File: src/rtl/uart_pkg.sv
// Shared UART definitions: receiver state encoding, parity modes and baud divider maths.
package uart_pkg;

   typedef enum logic [2:0] {
      ST_IDLE   = 3'd0,
      ST_START  = 3'd1,
      ST_DATA   = 3'd2,
      ST_PARITY = 3'd3,
      ST_STOP   = 3'd4
   } uart_rx_state_t;

   localparam int PAR_NONE = 0;
   localparam int PAR_ODD  = 1;
   localparam int PAR_EVEN = 2;

   // Clock cycles per oversample tick, rounded to nearest.
   function automatic int uart_div(input int clk_hz, input int baud, input int ovs);
      longint den;
      den = longint'(baud) * longint'(ovs);
      return int'((longint'(clk_hz) + den / 2) / den);
   endfunction

endpackage

File: src/rtl/uart_rx_ovs_if.sv
// Word handshake between the UART receiver (master) and its consumer (slave).
interface uart_rx_ovs_if #(
   parameter int DATA_BITS = 8
);
   logic [DATA_BITS-1:0] rdata;
   logic                 rvalid;
   logic                 rready;
   logic                 frame_err;
   logic                 parity_err;
   logic                 break_det;
   logic                 overrun;

   modport master (
      output rdata, rvalid, frame_err, parity_err, break_det, overrun,
      input  rready
   );

   modport slave (
      input  rdata, rvalid, frame_err, parity_err, break_det, overrun,
      output rready
   );
endinterface

File: src/rtl/uart_baud_tick.sv
// Oversample tick generator: counts 0..DIV-1 and pulses tick on the last count.
module uart_baud_tick #(
   parameter int DIV = 2
) (
   input  logic clk,
   input  logic rst,
   input  logic restart,
   output logic tick
);
   localparam int CW = (DIV > 1) ? $clog2(DIV) : 1;
   localparam logic [CW-1:0] TOP = CW'(DIV - 1);

   logic [CW-1:0] cnt_reg;

   always_ff @(posedge clk) begin
      if (rst || restart) begin
         cnt_reg <= '0;
      end else if (cnt_reg == TOP) begin
         cnt_reg <= '0;
      end else begin
         cnt_reg <= cnt_reg + CW'(1);
      end
   end

   assign tick = (cnt_reg == TOP);

endmodule

File: src/rtl/uart_rx_ovs.sv
// Oversampling UART receiver: input synchroniser, 2-of-3 majority bit sampling, frame FSM
// and error/overrun reporting presented on a valid/ready word interface.
module uart_rx_ovs
   import uart_pkg::*;
#(
   parameter int CLK_HZ      = 100_000_000,
   parameter int BAUD        = 115_200,
   parameter int OVS         = 16,
   parameter int DATA_BITS   = 8,
   parameter int PARITY      = PAR_NONE,
   parameter int STOP_BITS   = 1,
   parameter int SYNC_STAGES = 2
) (
   input  logic          clk,
   input  logic          rst,
   input  logic          rx,
   uart_rx_ovs_if.master rx_if
);
   localparam int DIV = uart_div(CLK_HZ, BAUD, OVS);
   localparam int OW  = $clog2(OVS);
   localparam int BW  = $clog2(DATA_BITS + 1);

   localparam logic [OW-1:0] SMP_LO  = OW'(OVS / 2 - 1);
   localparam logic [OW-1:0] SMP_MID = OW'(OVS / 2);
   localparam logic [OW-1:0] SMP_HI  = OW'(OVS / 2 + 1);
   localparam logic [OW-1:0] SMP_END = OW'(OVS - 1);

   generate
      if (DIV < 1 || OVS < 8 || (OVS % 2) != 0 || DATA_BITS < 5 || DATA_BITS > 9 ||
          PARITY < 0 || PARITY > 2 || STOP_BITS < 1 || STOP_BITS > 2 || SYNC_STAGES < 2)
      begin : g_bad_params
         $error("uart_rx_ovs: unsupported parameter combination");
      end
   endgenerate

   logic [SYNC_STAGES-1:0] sync_reg;
   logic                   rx_s;
   logic                   rx_prev_reg;

   uart_rx_state_t         state_reg;
   logic [OW-1:0]          ovs_reg;
   logic [BW-1:0]          bit_reg;
   logic [1:0]             samp_reg;
   logic [DATA_BITS-1:0]   shift_reg;
   logic                   par_err_reg;
   logic                   frame_reg;
   logic                   zero_reg;
   logic                   drop_reg;
   logic                   break_wait_reg;

   logic [DATA_BITS-1:0]   rdata_reg;
   logic                   rvalid_reg;
   logic                   frame_err_reg;
   logic                   parity_err_reg;
   logic                   break_det_reg;
   logic                   overrun_reg;

   logic tick;
   logic tick_restart;
   logic vote;
   logic fall;
   logic mid_tick;
   logic end_tick;
   logic exp_par;
   logic frame_now;
   logic zero_now;

   always_ff @(posedge clk) begin
      if (rst) begin
         sync_reg <= '1;
      end else begin
         sync_reg <= {sync_reg[SYNC_STAGES-2:0], rx};
      end
   end

   assign rx_s = sync_reg[SYNC_STAGES-1];

   assign tick_restart = (state_reg == ST_IDLE);

   uart_baud_tick #(
      .DIV (DIV)
   ) u_baud_tick (
      .clk     (clk),
      .rst     (rst),
      .restart (tick_restart),
      .tick    (tick)
   );

   // The third sample is the live synchronised line at the decision tick.
   assign vote      = (samp_reg[0] & samp_reg[1]) | (samp_reg[0] & rx_s) | (samp_reg[1] & rx_s);
   assign fall      = rx_prev_reg & ~rx_s;
   assign mid_tick  = tick && (ovs_reg == SMP_HI);
   assign end_tick  = tick && (ovs_reg == SMP_END);
   assign exp_par   = (PARITY == PAR_ODD) ? ~(^shift_reg) : ^shift_reg;
   assign frame_now = frame_reg | ~vote;
   assign zero_now  = zero_reg & ~vote;

   always_ff @(posedge clk) begin
      if (rst) begin
         rx_prev_reg    <= 1'b1;
         state_reg      <= ST_IDLE;
         ovs_reg        <= '0;
         bit_reg        <= '0;
         samp_reg       <= '0;
         shift_reg      <= '0;
         par_err_reg    <= 1'b0;
         frame_reg      <= 1'b0;
         zero_reg       <= 1'b0;
         drop_reg       <= 1'b0;
         break_wait_reg <= 1'b0;
         rdata_reg      <= '0;
         rvalid_reg     <= 1'b0;
         frame_err_reg  <= 1'b0;
         parity_err_reg <= 1'b0;
         break_det_reg  <= 1'b0;
         overrun_reg    <= 1'b0;
      end else begin
         rx_prev_reg <= rx_s;

         if (rvalid_reg && rx_if.rready) begin
            rvalid_reg <= 1'b0;
         end

         if (tick) begin
            ovs_reg <= (ovs_reg == SMP_END) ? '0 : ovs_reg + OW'(1);
            if (ovs_reg == SMP_LO) begin
               samp_reg[0] <= rx_s;
            end
            if (ovs_reg == SMP_MID) begin
               samp_reg[1] <= rx_s;
            end
         end

         case (state_reg)
            ST_IDLE: begin
               ovs_reg <= '0;
               if (rx_s) begin
                  break_wait_reg <= 1'b0;
               end
               if (fall && !break_wait_reg) begin
                  state_reg   <= ST_START;
                  bit_reg     <= '0;
                  shift_reg   <= '0;
                  par_err_reg <= 1'b0;
                  frame_reg   <= 1'b0;
                  zero_reg    <= 1'b1;
               end
            end

            ST_START: begin
               if (mid_tick && vote) begin
                  state_reg <= ST_IDLE;
               end else if (end_tick) begin
                  state_reg <= ST_DATA;
               end
            end

            ST_DATA: begin
               if (mid_tick) begin
                  shift_reg <= {vote, shift_reg[DATA_BITS-1:1]};
                  zero_reg  <= zero_now;
                  bit_reg   <= bit_reg + BW'(1);
               end
               if (end_tick && bit_reg == BW'(DATA_BITS)) begin
                  state_reg <= (PARITY != PAR_NONE) ? ST_PARITY : ST_STOP;
                  bit_reg   <= '0;
               end
            end

            ST_PARITY: begin
               if (mid_tick) begin
                  par_err_reg <= (vote != exp_par);
                  zero_reg    <= zero_now;
               end
               if (end_tick) begin
                  state_reg <= ST_STOP;
               end
            end

            ST_STOP: begin
               if (mid_tick) begin
                  if (bit_reg == BW'(STOP_BITS - 1)) begin
                     // Leave mid-bit so a back-to-back start edge is not missed.
                     state_reg      <= ST_IDLE;
                     break_wait_reg <= zero_now;
                     if (!rvalid_reg || rx_if.rready) begin
                        rdata_reg      <= shift_reg;
                        rvalid_reg     <= 1'b1;
                        frame_err_reg  <= frame_now;
                        parity_err_reg <= par_err_reg;
                        break_det_reg  <= zero_now;
                        overrun_reg    <= drop_reg;
                        drop_reg       <= 1'b0;
                     end else begin
                        drop_reg <= 1'b1;
                     end
                  end else begin
                     frame_reg <= frame_now;
                     zero_reg  <= zero_now;
                     bit_reg   <= bit_reg + BW'(1);
                  end
               end
            end

            default: begin
               state_reg <= ST_IDLE;
            end
         endcase
      end
   end

   assign rx_if.rdata      = rdata_reg;
   assign rx_if.rvalid     = rvalid_reg;
   assign rx_if.frame_err  = frame_err_reg;
   assign rx_if.parity_err = parity_err_reg;
   assign rx_if.break_det  = break_det_reg;
   assign rx_if.overrun    = overrun_reg;

endmodule
File: src/flat_wrapper.sv
// flat-port wrapper written by rule: the top's interface ports become plain ports
module uart_rx_ovs_flat import uart_pkg::*;
#(
   parameter int CLK_HZ      = 100_000_000,
   parameter int BAUD        = 115_200,
   parameter int OVS         = 16,
   parameter int DATA_BITS   = 8,
   parameter int PARITY      = PAR_NONE,
   parameter int STOP_BITS   = 1,
   parameter int SYNC_STAGES = 2
)
  (clk, rst, rx, rx_if_rdata, rx_if_rvalid, rx_if_frame_err, rx_if_parity_err, rx_if_break_det, rx_if_overrun, rx_if_rready);
  uart_rx_ovs_if #(.DATA_BITS(DATA_BITS)) rx_if_i ();
  input  logic clk;
  input  logic rst;
  input  logic rx;
  output wire logic [$bits(rx_if_i.rdata)-1:0] rx_if_rdata;
  output wire logic [$bits(rx_if_i.rvalid)-1:0] rx_if_rvalid;
  output wire logic [$bits(rx_if_i.frame_err)-1:0] rx_if_frame_err;
  output wire logic [$bits(rx_if_i.parity_err)-1:0] rx_if_parity_err;
  output wire logic [$bits(rx_if_i.break_det)-1:0] rx_if_break_det;
  output wire logic [$bits(rx_if_i.overrun)-1:0] rx_if_overrun;
  input wire logic [$bits(rx_if_i.rready)-1:0] rx_if_rready;
  assign rx_if_rdata = rx_if_i.rdata;
  assign rx_if_rvalid = rx_if_i.rvalid;
  assign rx_if_frame_err = rx_if_i.frame_err;
  assign rx_if_parity_err = rx_if_i.parity_err;
  assign rx_if_break_det = rx_if_i.break_det;
  assign rx_if_overrun = rx_if_i.overrun;
  assign rx_if_i.rready = rx_if_rready;
  uart_rx_ovs #(.CLK_HZ(CLK_HZ), .BAUD(BAUD), .OVS(OVS), .DATA_BITS(DATA_BITS), .PARITY(PARITY), .STOP_BITS(STOP_BITS), .SYNC_STAGES(SYNC_STAGES)) u_core (.clk(clk), .rst(rst), .rx(rx), .rx_if(rx_if_i));
endmodule
File: config.mk
export PLATFORM = sky130hd
export DESIGN_NAME = uart_rx_ovs_flat
export DESIGN_NICKNAME = d
export VERILOG_FILES = /design/src/rtl/uart_pkg.sv /design/src/rtl/uart_rx_ovs_if.sv /design/src/rtl/uart_baud_tick.sv /design/src/rtl/uart_rx_ovs.sv /design/src/flat_wrapper.sv
export SDC_FILE = /design/constraint.sdc
export NUM_CORES = 1
export LEC_CHECK = 0
export BUFFER_PORTS_ARGS = -buffer_cell sky130_fd_sc_hd__buf_2
export CAP_MARGIN = 25
export CELL_PAD_IN_SITES_DETAIL_PLACEMENT = 0
export CELL_PAD_IN_SITES_GLOBAL_PLACEMENT = 1
export CORE_MARGIN = 2
export CORE_UTILIZATION = 45
export CTS_CLUSTER_SIZE = 12
export DETAILED_ROUTE_END_ITERATION = 10
export PLACE_DENSITY_LB_ADDON = 0.1
export SLEW_MARGIN = 20
export SYNTH_ARGS = -nofsm -noshare
export SYNTH_HDL_FRONTEND = slang
export SYNTH_HIERARCHICAL = 1
export SYNTH_SLANG_ARGS = --single-unit
File: constraint.sdc
create_clock -name clk -period 3 [get_ports clk]
set_input_delay 0.9 -clock clk [delete_from_list [all_inputs] [get_ports clk]]
set_output_delay 0.9 -clock clk [all_outputs]
set_load 0.05 [all_outputs]
==> results.yml <==
final_layout:
  final_core_util_pct: 50.1
  antennaDiodeCount: 0
  seq_area_um2: 961
  area_growth_pct: 9.38
  final_nets: 279
  drive_gt1_share_pct: 15.6
  num-fill-cells: 490
  multiInputGateArea_um2: 1250
pwr:
  finalPower_w: 0.00115
  ir_worst_vdd_uv: 295
  power_density_nw_per_um2: 457
  total_leakage_power_nw: 0.992
die:
  start_util_pct: 45.8
  die_x_um: 75.6
  io_pins: 17
  core_area_um2: 5040
  dieArea_um2: 5720
  dieHeight_um: 75.6
  rows: 26
detailed_routing:
  post_drt_wl_per_cell_um: 13.0
  dr_total_vias: 1748
  antenna_left: 0
  wl_um: 4390
  dr.pass1.iters: 4
  avgViaCountPerCell: 5.16
  post-route-drc-count: 0
  drt-initial-drc-count: 89
setup_path:
  slowest_delay_ps: 480
  worstPathMaxFanout: 9
  cp_top_family: "simple AND/OR/NAND/NOR gates"
  crit_chain: "ha_1 > nand4b_1 > nor2_1 > and4b_1 > a21oi_2 > or3_4 > o31ai_2 > a21oi_1"
  crit_path_end_kind: "flip-flop"
  r2r-start: "u_core/u_baud_tick/cnt_reg[0]$_SDFF_PP0_"
  worst-path-stages: 8
  worstReg2RegEnd: "u_core/bit_reg[2]$_SDFFE_PP0P_"
  criticalPathCategory: "flip-flop to flip-flop"
  cp-startpoint: "u_core/u_baud_tick/cnt_reg[0]$_SDFF_PP0_"
  endpoint: "u_core/bit_reg[2]$_SDFFE_PP0P_"
  cp_slowest_cell: "and4b_1"
  worstPathArrival_ps: 2470
  start_kind: "flip-flop"
  worstPathRequired_ps: 3180
  cp_num_buf_inv: 0
  worst-r2r-setup-slack_ps: 710
  ff2ff_path_depth: 8
synthesis:
  yosysWarnings: 6
  synth_edf_count: 0
  synthCells: 255
  syn_nets: 266
  syn_area_um2: 2310
  synth_most_common_cell: "dfxtp_1"
  yosysUniqueCellTypes: 50
  synthArstFlopShare_pct: 0
  yosys.area.top_type: "dfxtp_1"
  synth_common_cells: "dfxtp_1, nor2_1, a21oi_1"
  syn_avg_cell_area_um2: 9.05
  synth_area_leaders: "dfxtp_1, mux2i_1, nor2_1"
  ys_seq_area_share_pct: 41.6
  ys_ff_latch: 48
  netlist.area_leader.share_pct: 41.6
  synth-main-ff-cell: "dfxtp_1"
timing:
  rsz0062_at_grt: "false"
  fin_crit_ps: 2290
  finalMaxSlewViolations: 0
  tightest_slew_ps: 517
  slew_headroom_pct: 65.2
  fin_skew_ps: 6.75
  hold_viol_final: 0
  finalCritPeriodShare_pct: 76.4
  fmax_ghz: 0.436
  tns_ps: 0
  setup_viol: 0
global_route:
  grt_pass1_vias: 1546
  grt_remaining_overflow: 0
  antenna_found_initial: 0
  grt_max_degree: 19
  grt_pass1_wl_um: 7390
  grtUsageTotal_pct: 16.8
placed_design:
  post-dp-hpwl_um: 3190
  port_buffers: 16
  gp_congestion: 0.779
clock_tree:
  clock-sinks: 48
  cts_max_level: 2
  cts_root_buf: "clkbuf_8"
  cts_setup_buffers: 0
  cts_buffers: 5
  clock_latency_ps: 290
  postCtsHoldBufs: 0
  clockBufferDepth: 2
  cts_tree: "built"
  path_clk_slew_ps: 90
  cts_resized: 0
status:
  outcome: "complete, no violations"
run:
  drv_cap: 0
min_path:
  hold_path.class: "flip-flop to flip-flop"
[report_power, final]
part | leakage [nW] | internal [W] | total [W] | switching, W
clock | 0.0445 | 0.000188 | 0.000400 | 0.000213
combinational | 0.560 | 0.0000371 | 0.0000986 | 0.0000615
sequential | 0.388 | 0.000645 | 0.000655 | 0.0000102
[routing by layer]
| metal | part of all wire (%) | track usage, % | up-vias |
|---|---|---|---|
| met5 | 0 | 0 | - |
| met4 | 0.61 | 5.26 | 0 |
| met3 | 3.5 | 3.57 | 2 |
| met2 | 46 | 25.8 | 28 |
| met1 | 50 | 23.8 | 798 |
| li1 | - | - | 920 |
[worst min-delay path by stage]
| stage | startpoint | slack [ps] | to | cells past startpoint |
|---|---|---|---|---|
| 5_1_grt | u_core/sync_reg[0]$_SDFF_PP1_ | 430 | u_core/sync_reg[1]$_SDFF_PP1_ | 1 |
| 3_5_place_dp | u_core/sync_reg[0]$_SDFF_PP1_ | 390 | u_core/sync_reg[1]$_SDFF_PP1_ | 1 |
| 4_1_cts | u_core/sync_reg[0]$_SDFF_PP1_ | 420 | u_core/sync_reg[1]$_SDFF_PP1_ | 1 |
| 2_1_floorplan | u_core/sync_reg[0]$_SDFF_PP1_ | 390 | u_core/sync_reg[1]$_SDFF_PP1_ | 1 |
| 6_report | u_core/sync_reg[0]$_SDFF_PP1_ | 410 | u_core/sync_reg[1]$_SDFF_PP1_ | 1 |
| 3_3_place_gp | u_core/sync_reg[0]$_SDFF_PP1_ | 400 | u_core/sync_reg[1]$_SDFF_PP1_ | 1 |
[stage by stage]
step | std cells | hold WS, ps | setup slack [ps] | instance area (µm²)
6_report | 339 | 413 | 709 | 2520
5_1_grt | 339 | 428 | 532 | 2520
4_1_cts | 339 | 416 | 710 | 2520
3_5_place_dp | 331 | 394 | 715 | 2430
3_3_place_gp | 331 | 397 | 787 | 2430
2_1_floorplan | 255 | 389 | 878 | 2310
[final cells by class]
class / count / share of cell area (%)
Timing Repair Buffer: 19 / 4.06
Multi-Input combinational cell: 185 / 49.4
Clock inverter: 1 / 0.297
Tap cell: 70 / 3.47
Inverter: 9 / 1.34
Sequential cell: 48 / 38.1
Clock buffer: 7 / 3.42
[cells by family (layout without fill, tap and decap cells)]
logic type      count (synthesis)  in the layout  share of synthesized area, %
xor+xnor                       14             14                          5.31
buf+inv                        22             36                          4.39
compound gates                 51             51                          13.2
mux                            15             15                          6.50
fa+ha+maj                       8              8                          4.23
simple gates                   97             97                          24.7
flops                          48             48                          41.6
[placed cells by master (no fill, tap or decap), drive strengths merged, types with 2 or more instances in the layout]
cell type,count
a211oi,2
a21oi,22
buf,19
clkbuf,7
dfxtp,48
ha,7
inv,9
mux2i,15
nand2,9
nand2b,4
nand3,13
nand4,6
nand4b,6
nor2,31
nor2b,3
nor3,6
nor3b,2
o21ai,18
or2,4
or3,4
or3b,3
xnor2,10
xor2,4
Note: power is estimated with default switching activity, not from simulation.
